File: src/rtl/cpu_axi_pkg.sv
// -----------------------------------------------------------------------------
// cpu_axi_pkg
// Shared AXI encodings and CPU-side constants for the instruction-fetch path.
//   - AXI burst, size and response encodings
//   - INSN_NOP: the instruction returned to the fetch stage when an access fails
// No ports (package).
// -----------------------------------------------------------------------------
package cpu_axi_pkg;

  // AXI burst types
  localparam logic [1:0] AXI_BURST_FIXED = 2'b00;
  localparam logic [1:0] AXI_BURST_INCR  = 2'b01;
  localparam logic [1:0] AXI_BURST_WRAP  = 2'b10;

  // AXI transfer size: bytes per beat = 2**size
  localparam logic [2:0] AXI_SIZE_4B = 3'b010;

  // AXI response codes
  localparam logic [1:0] AXI_RESP_OKAY   = 2'b00;
  localparam logic [1:0] AXI_RESP_EXOKAY = 2'b01;
  localparam logic [1:0] AXI_RESP_SLVERR = 2'b10;
  localparam logic [1:0] AXI_RESP_DECERR = 2'b11;

  // Single-beat read
  localparam logic [7:0] AXI_LEN_1 = 8'd0;

  // RV32I canonical NOP: addi x0, x0, 0
  localparam logic [31:0] INSN_NOP = 32'h0000_0013;

endpackage

File: src/rtl/im_fetch_bridge_if.sv
// -----------------------------------------------------------------------------
// im_fetch_bridge_if
// Bundles the fetch-stage request/response signals and the AXI AR/R channels
// seen by the instruction-fetch bridge.
//   Parameter ID_W : width of arid/rid.
//   Fetch side : fetch_addr, fetch_req_valid, fetch_req_ready,
//                fetch_data, fetch_data_valid, fetch_err
//   AXI AR     : araddr, arid, arlen, arsize, arburst, arvalid, arready
//   AXI R      : rdata, rid, rresp, rlast, rvalid, rready
// Modports:
//   master : the bridge (drives fetch responses and AXI requests)
//   slave  : the environment (fetch stage + AXI memory)
//
// Handshake semantics: a transfer happens on a rising clock edge where both
// valid and ready are high. Once a source raises valid it keeps valid and its
// payload stable until the transfer. fetch_data_valid is a one-cycle pulse with
// no ready; the consumer must take it in that cycle.
// -----------------------------------------------------------------------------
interface im_fetch_bridge_if #(
  parameter int ID_W = 4
) ();

  // Fetch stage side
  logic [31:0]     fetch_addr;
  logic            fetch_req_valid;
  logic            fetch_req_ready;
  logic [31:0]     fetch_data;
  logic            fetch_data_valid;
  logic            fetch_err;

  // AXI read address channel
  logic [31:0]     araddr;
  logic [ID_W-1:0] arid;
  logic [7:0]      arlen;
  logic [2:0]      arsize;
  logic [1:0]      arburst;
  logic            arvalid;
  logic            arready;

  // AXI read data channel
  logic [31:0]     rdata;
  logic [ID_W-1:0] rid;
  logic [1:0]      rresp;
  logic            rlast;
  logic            rvalid;
  logic            rready;

  modport master (
    input  fetch_addr, fetch_req_valid,
    output fetch_req_ready, fetch_data, fetch_data_valid, fetch_err,
    output araddr, arid, arlen, arsize, arburst, arvalid,
    input  arready,
    input  rdata, rid, rresp, rlast, rvalid,
    output rready
  );

  modport slave (
    output fetch_addr, fetch_req_valid,
    input  fetch_req_ready, fetch_data, fetch_data_valid, fetch_err,
    input  araddr, arid, arlen, arsize, arburst, arvalid,
    output arready,
    output rdata, rid, rresp, rlast, rvalid,
    input  rready
  );

endinterface

File: src/rtl/im_fetch_bridge.sv
// -----------------------------------------------------------------------------
// im_fetch_bridge
// Converts single instruction-fetch requests into single-beat AXI reads.
// One request is outstanding at a time; every accepted request produces
// exactly one fetch_data_valid pulse. Failed accesses (bad response, wrong ID,
// missing rlast, or misaligned fetch address) return a NOP with fetch_err set.
//
// Parameters:
//   ID_W     : width of arid/rid
//   ARID_VAL : constant AXI read ID driven on every request
// Ports:
//   clk         : clock, rising edge
//   rst_n       : asynchronous active-low reset
//   bus         : im_fetch_bridge_if.master (fetch side + AXI AR/R)
//   dbg_state_o : current FSM state (0=IDLE, 1=AR, 2=R, 3=RESP)
// -----------------------------------------------------------------------------
module im_fetch_bridge
  import cpu_axi_pkg::*;
#(
  parameter int              ID_W     = 4,
  // Zero in the declared ID width (4'h0 at the default width)
  parameter logic [ID_W-1:0] ARID_VAL = '0
) (
  input  logic                clk,
  input  logic                rst_n,
  im_fetch_bridge_if.master   bus,
  output logic [1:0]          dbg_state_o
);

  typedef enum logic [1:0] {
    ST_IDLE = 2'd0,
    ST_AR   = 2'd1,
    ST_R    = 2'd2,
    ST_RESP = 2'd3
  } state_e;

  state_e      state_q, state_d;
  logic [31:0] addr_q,  addr_d;
  logic [31:0] data_q,  data_d;
  logic        err_q,   err_d;
  logic        rsp_err;

  // A misaligned address is still sent to memory (word-aligned) so the AXI
  // transaction always completes; the misalignment only poisons the result.
  assign rsp_err = (bus.rresp != AXI_RESP_OKAY)
                || (bus.rid   != ARID_VAL)
                || !bus.rlast
                || (addr_q[1:0] != 2'b00);

  always_ff @(posedge clk or negedge rst_n) begin
    if (!rst_n) begin
      state_q <= ST_IDLE;
      addr_q  <= '0;
      data_q  <= '0;
      err_q   <= 1'b0;
    end else begin
      state_q <= state_d;
      addr_q  <= addr_d;
      data_q  <= data_d;
      err_q   <= err_d;
    end
  end

  always_comb begin
    state_d = state_q;
    addr_d  = addr_q;
    data_d  = data_q;
    err_d   = err_q;
    unique case (state_q)
      ST_IDLE: begin
        if (bus.fetch_req_valid) begin
          addr_d  = bus.fetch_addr;
          state_d = ST_AR;
        end
      end
      ST_AR: begin
        if (bus.arready) state_d = ST_R;
      end
      ST_R: begin
        if (bus.rvalid) begin
          data_d  = rsp_err ? INSN_NOP : bus.rdata;
          err_d   = rsp_err;
          state_d = ST_RESP;
        end
      end
      ST_RESP: begin
        state_d = ST_IDLE;
      end
      default: state_d = ST_IDLE;
    endcase
  end

  // All handshake outputs are decoded from the state register alone, so the
  // AR payload is stable for as long as arvalid is held.
  assign bus.fetch_req_ready  = (state_q == ST_IDLE);
  assign bus.arvalid          = (state_q == ST_AR);
  assign bus.rready           = (state_q == ST_R);
  assign bus.fetch_data_valid = (state_q == ST_RESP);
  assign bus.fetch_err        = (state_q == ST_RESP) && err_q;
  assign bus.fetch_data       = data_q;

  assign bus.araddr  = {addr_q[31:2], 2'b00};
  assign bus.arid    = ARID_VAL;
  assign bus.arlen   = AXI_LEN_1;
  assign bus.arsize  = AXI_SIZE_4B;
  assign bus.arburst = AXI_BURST_INCR;

  assign dbg_state_o = state_q;

endmodule

File: src/flat_wrapper.sv
// flat-port wrapper written by rule: the top's interface ports become plain ports
module im_fetch_bridge_flat import cpu_axi_pkg::*;
#(
  parameter int              ID_W     = 4,
                                                              
  parameter logic [ID_W-1:0] ARID_VAL = '0
)
  (clk, rst_n, dbg_state_o, bus_fetch_addr, bus_fetch_req_valid, bus_fetch_req_ready, bus_fetch_data, bus_fetch_data_valid, bus_fetch_err, bus_araddr, bus_arid, bus_arlen, bus_arsize, bus_arburst, bus_arvalid, bus_arready, bus_rdata, bus_rid, bus_rresp, bus_rlast, bus_rvalid, bus_rready);
  im_fetch_bridge_if #(.ID_W(ID_W)) bus_i ();
  input  logic clk;
  input  logic rst_n;
  output logic [1:0] dbg_state_o;
  input wire logic [$bits(bus_i.fetch_addr)-1:0] bus_fetch_addr;
  input wire logic [$bits(bus_i.fetch_req_valid)-1:0] bus_fetch_req_valid;
  output wire logic [$bits(bus_i.fetch_req_ready)-1:0] bus_fetch_req_ready;
  output wire logic [$bits(bus_i.fetch_data)-1:0] bus_fetch_data;
  output wire logic [$bits(bus_i.fetch_data_valid)-1:0] bus_fetch_data_valid;
  output wire logic [$bits(bus_i.fetch_err)-1:0] bus_fetch_err;
  output wire logic [$bits(bus_i.araddr)-1:0] bus_araddr;
  output wire logic [$bits(bus_i.arid)-1:0] bus_arid;
  output wire logic [$bits(bus_i.arlen)-1:0] bus_arlen;
  output wire logic [$bits(bus_i.arsize)-1:0] bus_arsize;
  output wire logic [$bits(bus_i.arburst)-1:0] bus_arburst;
  output wire logic [$bits(bus_i.arvalid)-1:0] bus_arvalid;
  input wire logic [$bits(bus_i.arready)-1:0] bus_arready;
  input wire logic [$bits(bus_i.rdata)-1:0] bus_rdata;
  input wire logic [$bits(bus_i.rid)-1:0] bus_rid;
  input wire logic [$bits(bus_i.rresp)-1:0] bus_rresp;
  input wire logic [$bits(bus_i.rlast)-1:0] bus_rlast;
  input wire logic [$bits(bus_i.rvalid)-1:0] bus_rvalid;
  output wire logic [$bits(bus_i.rready)-1:0] bus_rready;
  assign bus_i.fetch_addr = bus_fetch_addr;
  assign bus_i.fetch_req_valid = bus_fetch_req_valid;
  assign bus_fetch_req_ready = bus_i.fetch_req_ready;
  assign bus_fetch_data = bus_i.fetch_data;
  assign bus_fetch_data_valid = bus_i.fetch_data_valid;
  assign bus_fetch_err = bus_i.fetch_err;
  assign bus_araddr = bus_i.araddr;
  assign bus_arid = bus_i.arid;
  assign bus_arlen = bus_i.arlen;
  assign bus_arsize = bus_i.arsize;
  assign bus_arburst = bus_i.arburst;
  assign bus_arvalid = bus_i.arvalid;
  assign bus_i.arready = bus_arready;
  assign bus_i.rdata = bus_rdata;
  assign bus_i.rid = bus_rid;
  assign bus_i.rresp = bus_rresp;
  assign bus_i.rlast = bus_rlast;
  assign bus_i.rvalid = bus_rvalid;
  assign bus_rready = bus_i.rready;
  im_fetch_bridge #(.ID_W(ID_W), .ARID_VAL(ARID_VAL)) u_core (.clk(clk), .rst_n(rst_n), .bus(bus_i), .dbg_state_o(dbg_state_o));
endmodule
File: config.mk
export PLATFORM = sky130hd
export DESIGN_NAME = im_fetch_bridge_flat
export DESIGN_NICKNAME = d
export VERILOG_FILES = /design/src/rtl/cpu_axi_pkg.sv /design/src/rtl/im_fetch_bridge_if.sv /design/src/rtl/im_fetch_bridge.sv /design/src/flat_wrapper.sv
export SDC_FILE = /design/constraint.sdc
export NUM_CORES = 1
export LEC_CHECK = 0
export ABC_AREA = 1
export BUFFER_PORTS_ARGS = -buffer_cell sky130_fd_sc_hd__clkbuf_2
export CAP_MARGIN = 20
export CORE_AREA = 2 2 118 97
export CTS_CLUSTER_DIAMETER = 100
export CTS_CLUSTER_SIZE = 14
export DETAILED_ROUTE_END_ITERATION = 16
export DIE_AREA = 0 0 120 99
export PLACE_DENSITY_LB_ADDON = 0.1
export SLEW_MARGIN = 5
export SYNTH_ARGS = -nofsm -noshare
export SYNTH_HDL_FRONTEND = slang
export SYNTH_SLANG_ARGS = --single-unit
File: constraint.sdc
create_clock -name clk -period 1.7 [get_ports clk]
set_input_delay 0.34 -clock clk [delete_from_list [all_inputs] [get_ports clk]]
set_output_delay 0.34 -clock clk [all_outputs]
set_load 0.02 [all_outputs]
==> summary.txt, run 1 <==
Status
  • Status: finished clean

Drt
  • Routed vias/inst: 3.98
  • Drt first-iter violations: 76
  • Final ANT Viol Nets: 0
  • Routed WL per cell: 12.4 um
  • Final wirelength: 7100 um
  • Drt drc: 0
  • DRT Pass-1 Iters: 4
  • Vias: 2284

Clock network
  • H-Tree Depth: 3
  • Total CTS buffers: 9
  • Clk buf depth: 2
  • Skew-Pair Late Insertion Delay: 330 ps
  • Root buf cell: clkbuf_16
  • TritonCTS clock tree: done
  • Clk sinks: 67
  • Clock transition at path regs: 50 ps

Critical path
  • CP startpoint kind: flop
  • Worst-case reg-to-reg path depth: 5
  • Critical Path Stages: 3
  • CP top delay family: flip-flops
  • Largest stage delay, worst path: 430 ps
  • Critical path required time: 1360 ps
  • Crit Reg-Reg Startpoint: u_core.dbg_state_o[0]
  • Crit path buffers/inverters: 2
  • Largest fanout on the critical path: 5
  • CP max-delay cell: dfrtp_2
  • R2R Path End: u_core.addr_q[28]
  • Endpoint class of the critical path: primary output
  • Critical path arrival: 1280 ps
  • CP cell instances: inv_1, ha_1, clkbuf_2
  • Flop2flop setup slack: 150 ps
  • Setup Crit Path Kind: reg2out

Yosys
  • Synth area leader: dfrtp_1
  • Synth cell types: 19
  • Mapped Cells: 306
  • Yosys warns: 0
  • Register bit total from synthesis: 67
  • Top cell type's share of synthesized area: 53.4%
  • Sequential fraction of the synthesis area: 53.4%
  • Mapped cell area: 3140 um2
  • Ranking of synthesized cells by area: dfrtp_1 (53%), buf_4 (12%), mux2_2 (11%)
  • Average cell area after synthesis: 10.3 um2

STA
  • Post-layout minimum cycle time: 1620 ps
  • Final Cycle Share: 95.5%
  • Worst Skew: 5.62 ps
  • Max Slew Vio Count: 0
  • Setup violations, final: 0
  • Maximum clock frequency: 0.616 GHz
  • Setup ws final: 76.1 ps
  • Hold Violations, Final: 0

Die
  • Die ar.: 11900 um2
  • I/O pin total: 164
  • Die height: 99 um
  • Core Area: 10700 um2
  • # rows: 34
  • Die Wd: 120 um
  • Initial Util: 29.4%

GRT
  • Global route hottest layer: met2
  • Vias in the first global route: 2340
  • GRT Util Overall: 12.3%
  • Global Route met3 Usage: 6.83%
  • Initial antenna violation count: 0
  • Global routing usage on met2: 17.8%
  • Gr ovfl total: 0
  • Largest net degree at the start of global routing: 36
  • Grt met1 use: 15.5%
  • First-pass GRT wire length: 11400 um

Hold path
  • Worst Hold End: u_core.bus.fetch_data[7]
  • Worst hold path depth: 3
  • Min-delay src: bus_rdata[7]
  • Worst Hold Class: in2reg

Placed design
  • Hpwl dp: 5210 um
  • DP Worst Slack: 120 ps
  • Placed insts: 557
  • GP Congestion: 0.750
  • Placed Area: 3760 um2
  • Port Buffers: 144

Finish
  • Finished Core Util: 38.5%
  • Final nets: 506
  • # diodes: 0
  • Finished Cell Area: 4110 um2
  • Filler Cells Inserted: 1091
  • Ratio of cells with drive above 1 in the final layout: 48.4%
  • Non-filler instance count after layout: 574
  • Area Overhead vs Synth: 30.9%

Power
  • Tot Pwr: 6450 uW
  • Power per cell area: 1570 nW/um2
  • P_leak: 0.00228 uW
  • Max VDD drop: 589 uV

Flow run
  • Max-capacitance violation count: 0
[worst max-delay path by stage]
stage	startpoint	end	slack, ps
floorplan	u_core.dbg_state_o[0]	u_core.addr_q[10]	40
global placement	u_core.dbg_state_o[0]	u_core.err_q	150
detailed placement	u_core.dbg_state_o[0]	u_core.err_q	120
CTS	u_core.dbg_state_o[0]	bus_rready	70
global route	u_core.dbg_state_o[0]	bus_fetch_req_ready	-3
finish	u_core.dbg_state_o[0]	bus_fetch_req_ready	80
[area by class of cell]
type | instances | area (um2) | area share, %
inverter | 16 | 60.1 | 1.46
timing repair buffer | 152 | 823 | 20.0
sequential | 67 | 1680 | 40.9
clock buffer | 12 | 256 | 6.24
tap | 144 | 180 | 4.39
multi-input combinational | 179 | 1040 | 25.2
clock inverter | 4 | 72.6 | 1.77
[worst min-delay path, stage by stage]
cell	delay, ps
clkbuf_2	80
nand3_1	60
nand2_1	50
[cell usage after synthesis (all sizes together)]
cell type,n
buf,59
clkbuf,2
conb,2
dfrtp,67
ha,5
inv,16
mux2,32
nand2,73
nand3,32
nor2,11
o211ai,1
o21ai,3
or2,3
[state kept, by name, summed over array words and instances (netlist names)]
signal	count
u_core.dbg_state_o	2
u_core.bus.fetch_data	32
u_core.err_q	1
u_core.addr_q	32
[where the power goes]
group / internal, uW / switching (uW) / leakage, uW / total, uW
logic: 894 / 1280 / 0.00128 / 2180
registers: 2030 / 222 / 0.000840 / 2250
clock network: 1360 / 662 / 0.000159 / 2020
total: 4290 / 2170 / 0.00228 / 6450
[layout by cell type (no fill, tap or decap), drive strengths merged, types with 2 or more instances in the layout]
master	count
mux2	32
inv	16
o21ai	3
clkbuf	155
dfrtp	67
conb	19
nor2	11
ha	5
bufinv	2
nand3	32
or2	3
buf	8
nand2	73
[per-stage QoR]
stage,TNS (ps),hold slack [ps]
floorplan,0,44.4
global placement,0,348
detailed placement,0,346
CTS,0,223
global route,-2.73,229
finish,0,236
[cell families (layout without fill, tap and decap cells)]
family / Yosys count / count (layout) / synth area share, %
adders and majority gates: 5 / 5 / 1.99
AOI/OAI and AO/OA: 4 / 4 / 0.718
muxes: 32 / 32 / 11.5
buffers and inverters: 77 / 184 / 16.0
and+or+nand+nor: 119 / 119 / 16.1
other: 2 / 19 / 0.239
DFF: 67 / 67 / 53.4
[per-layer routing]
layer	part of all wire (%)	routed length, um
met1	44	3120
met3	12	823
met5	0	0
met4	0.97	69
met2	43	3090
[timing repair]
item                                    4_1_cts  5_1_grt
setup buffers                                 0        0
hold buffers                                  1        0
hold endpoints to repair                     16        0
gates resized for setup                       0        1
endpoints found under the setup margin        0        1
No activity file was read; power rests on OpenSTA's default activity.
==> inputs of run 2 (changes only) <==
--- a/config.mk
+++ b/config.mk
@@ -8,11 +8,12 @@
 export ABC_AREA = 1
 export BUFFER_PORTS_ARGS = -buffer_cell sky130_fd_sc_hd__clkbuf_2
 export CAP_MARGIN = 20
-export CORE_AREA = 2 2 118 97
+export CORE_AREA = 2 2 95 79
+export CTS_BUF_LIST = sky130_fd_sc_hd__clkbuf_8
 export CTS_CLUSTER_DIAMETER = 100
 export CTS_CLUSTER_SIZE = 14
 export DETAILED_ROUTE_END_ITERATION = 16
-export DIE_AREA = 0 0 120 99
+export DIE_AREA = 0 0 97 81
 export PLACE_DENSITY_LB_ADDON = 0.1
 export SLEW_MARGIN = 5
 export SYNTH_ARGS = -nofsm -noshare
==> run 2 against run 1 <==
  * Via count up 0.13%
  * Register-to-register slack about the same
  * Worst setup slack better by 23 ps
  * Sequential power hardly changed
  * Fmax increased by 1.5%
  * Clock power is 35% lower
  * Sequential cell count unchanged
==> summary.txt, run 2 (synthesized netlist as in run 1, its figures left out) <==
GRT
  • GRT Util Overall: 16.9% (+4.6 points)
  • Global route hottest layer: met2
  • First-pass GRT wire length: 10500 um (-7.7%)
  • Grt met1 use: 19.5% (+3.9 points)
  • Largest net degree at the start of global routing: 68 (+89%)
  • Global routing usage on met2: 29.0% (+11 points)
  • Vias in the first global route: 2352 (+0.51%)
  • Initial antenna violation count: 0 (unchanged)
  • Gr ovfl total: 0 (unchanged)
  • Global Route met3 Usage: 7.31% (+0.49 points)

Critical path
  • Largest stage delay, worst path: 430 ps (about the same)
  • CP startpoint kind: flop
  • Endpoint class of the critical path: primary output
  • Critical path arrival: 1260 ps (-20 ps)
  • Crit path buffers/inverters: 2 (unchanged)
  • Largest fanout on the critical path: 5 (unchanged)
  • CP cell instances: inv_1, ha_1, clkbuf_2
  • Critical path required time: 1360 ps (about the same)
  • Setup Crit Path Kind: reg2out
  • Flop2flop setup slack: 150 ps (about the same)
  • CP max-delay cell: dfrtp_2
  • CP top delay family: flip-flops

Power
  • Switch Pwr: 2090 uW (-3.7%)
  • Internal: 3630 uW (-15%)
  • Power per cell area: 1450 nW/um2 (-7.5%)
  • P_leak: 0.00223 uW (-2.1%)
  • Clock Power Share: 23.0% (-8.4 points)
  • Sequential Power Share: 39.3% (+4.4 points)
  • Switching share of total power: 36.5% (+2.9 points)
  • Max VDD drop: 496 uV (-16%)
  • Comb pwr share: 37.7% (+4.0 points)

Drt
  • Drt drc: 0 (unchanged)
  • DRT Pass-1 Iters: 4 (unchanged)
  • Final wirelength: 6550 um (-7.8%)
  • Routed WL per cell: 12.6 um (+1.6%)
  • Routed vias/inst: 4.39 (+10%)
  • Final ANT Viol Nets: 0 (unchanged)
  • Drt first-iter violations: 67 (-12%)
  • Vias: 2287 (+0.13%)

Clock network
  • Skew-Pair Late Insertion Delay: 330 ps (about the same)
  • H-Tree Depth: 3 (unchanged)
  • Clk buf depth: 2 (unchanged)
  • Root buf cell: clkbuf_8
  • Clock transition at path regs: 70 ps (+20 ps)
  • Clk sinks: 67 (unchanged)
  • Total CTS buffers: 9 (unchanged)
  • Hold_buf cts: 0 (-1)
  • TritonCTS clock tree: done

Finish
  • Storage element area: 1680 um2 (unchanged)
  • Commonest non-fill, non-tap cell in the layout: clkbuf_2
  • Finished Core Util: 55.9% (+17 points)
  • Area Overhead vs Synth: 25.4%
  • Leading cell types in the layout, fill and taps excluded: clkbuf_2 (143), nand2_1 (71), dfrtp_1 (65)
  • Final nets: 507 (+0.20%)
  • Ratio of cells with drive above 1 in the final layout: 49.2% (+0.82 points)
  • # diodes: 0 (unchanged)
  • Filler Cells Inserted: 659 (-40%)
  • Multi-input gate area: 1030 um2 (-0.97%)

STA
  • Post-layout minimum cycle time: 1600 ps (-23.4 ps)
  • Maximum clock frequency: 0.625 GHz (+1.5%)
  • Hold Violations, Final: 0 (unchanged)
  • RSZ-0062 raised after global routing: false
  • Final Cycle Share: 94.1% (-1.4 points)
  • Setup violations, final: 0 (unchanged)
  • Max Slew Vio Count: 0 (unchanged)
  • Worst Skew: 5.59 ps (-0.0349 ps)
  • Setup TNS: 0 ps (unchanged)

Placed design
  • GP Congestion: 0.730 (-2.7%)
  • Hpwl dp: 4650 um (-11%)
  • Port Buffers: 144 (unchanged)

Status
  • Status: finished clean

Die
  • Die Wd: 97 um (-19%)
  • I/O pin total: 164 (unchanged)
  • # rows: 28 (-18%)
  • Initial Util: 44.6% (+15 points)
  • Die height: 81 um (-18%)
  • Core Area: 7040 um2 (-34%)
  • Die ar.: 7860 um2 (-34%)

Flow run
  • Max-capacitance violation count: 0 (unchanged)

Hold path
  • Worst Hold Class: in2async
[run 2: worst paths after layout]
kind	cells past startpoint	start	endpoint
hold reg to reg	2	u_core.bus.fetch_data[10]	u_core.bus.fetch_data[10]
setup reg to reg	10	u_core.dbg_state_o[0]	u_core.err_q
max in group asynchronous	2	rst_n	u_core.dbg_state_o[1]
setup / recovery	3	u_core.dbg_state_o[1]	bus_arvalid
min in group clk	3	bus_rdata[21]	u_core.bus.fetch_data[21]
hold / removal	2	rst_n	u_core.bus.fetch_data[11]
[run 2: cell type report]
cell class,count,share of cell area (%)
Sequential cell,67,42.7
Multi-Input combinational cell,179,26.1
Timing Repair Buffer,153,21.7
Clock buffer,10,3.50
Tap cell,90,2.86
Clock inverter,6,1.62
Inverter,16,1.53
[run 2: power groups by stage]
stage                     Clock, uW  Combinational [uW]  Sequential (uW)
final                          1310                2160             2250
after global routing           1450                2340             2310
after CTS                      1380                2190             2250
after detailed placement          0                2190             2280
after global placement            0                2140             2270
after floorplan                   0                1980             2270
[run 2: stage by stage]
| step | setup slack (ps) | hold slack [ps] | std cells | cell area (um2) | total power [uW] |
|---|---|---|---|---|---|
| 2_1_floorplan | 37.3 | 44.4 | 323 | 3210 | 4240 |
| 3_3_place_gp | 147 | 389 | 502 | 3690 | 4420 |
| 3_5_place_dp | 102 | 392 | 502 | 3690 | 4470 |
| 4_1_cts | 55.3 | 15.7 | 518 | 3890 | 5810 |
| 5_1_grt | 7.16 | 28.6 | 521 | 3940 | 6090 |
| 6_report | 99.5 | 7.73 | 521 | 3940 | 5720 |
[run 2: routing by layer]
| layer | vias up | share of wire (%) |
|---|---|---|
| li1 | 1138 | - |
| met1 | 1051 | 41 |
| met2 | 94 | 49 |
| met3 | 4 | 9.4 |
| met4 | 0 | 0.47 |
| met5 | - | 0 |
[run 2: worst reg2reg max path, cell delays in order (launching register included)]
cell     delay [ps]
dfrtp_2         440
inv_2            80
ha_2            210
nand2_2          60
inv_2            80
nand2_2          60
nor2_4          190
buf_4           160
nand2_1          40
o21ai_0          70
inv_1            60
[run 2: what timing repair did]
item,4_1_cts,5_1_grt
endpoints found under the hold margin,0,0
endpoints found under the setup margin,0,1
buffers inserted,0,2
gates resized for setup,0,1
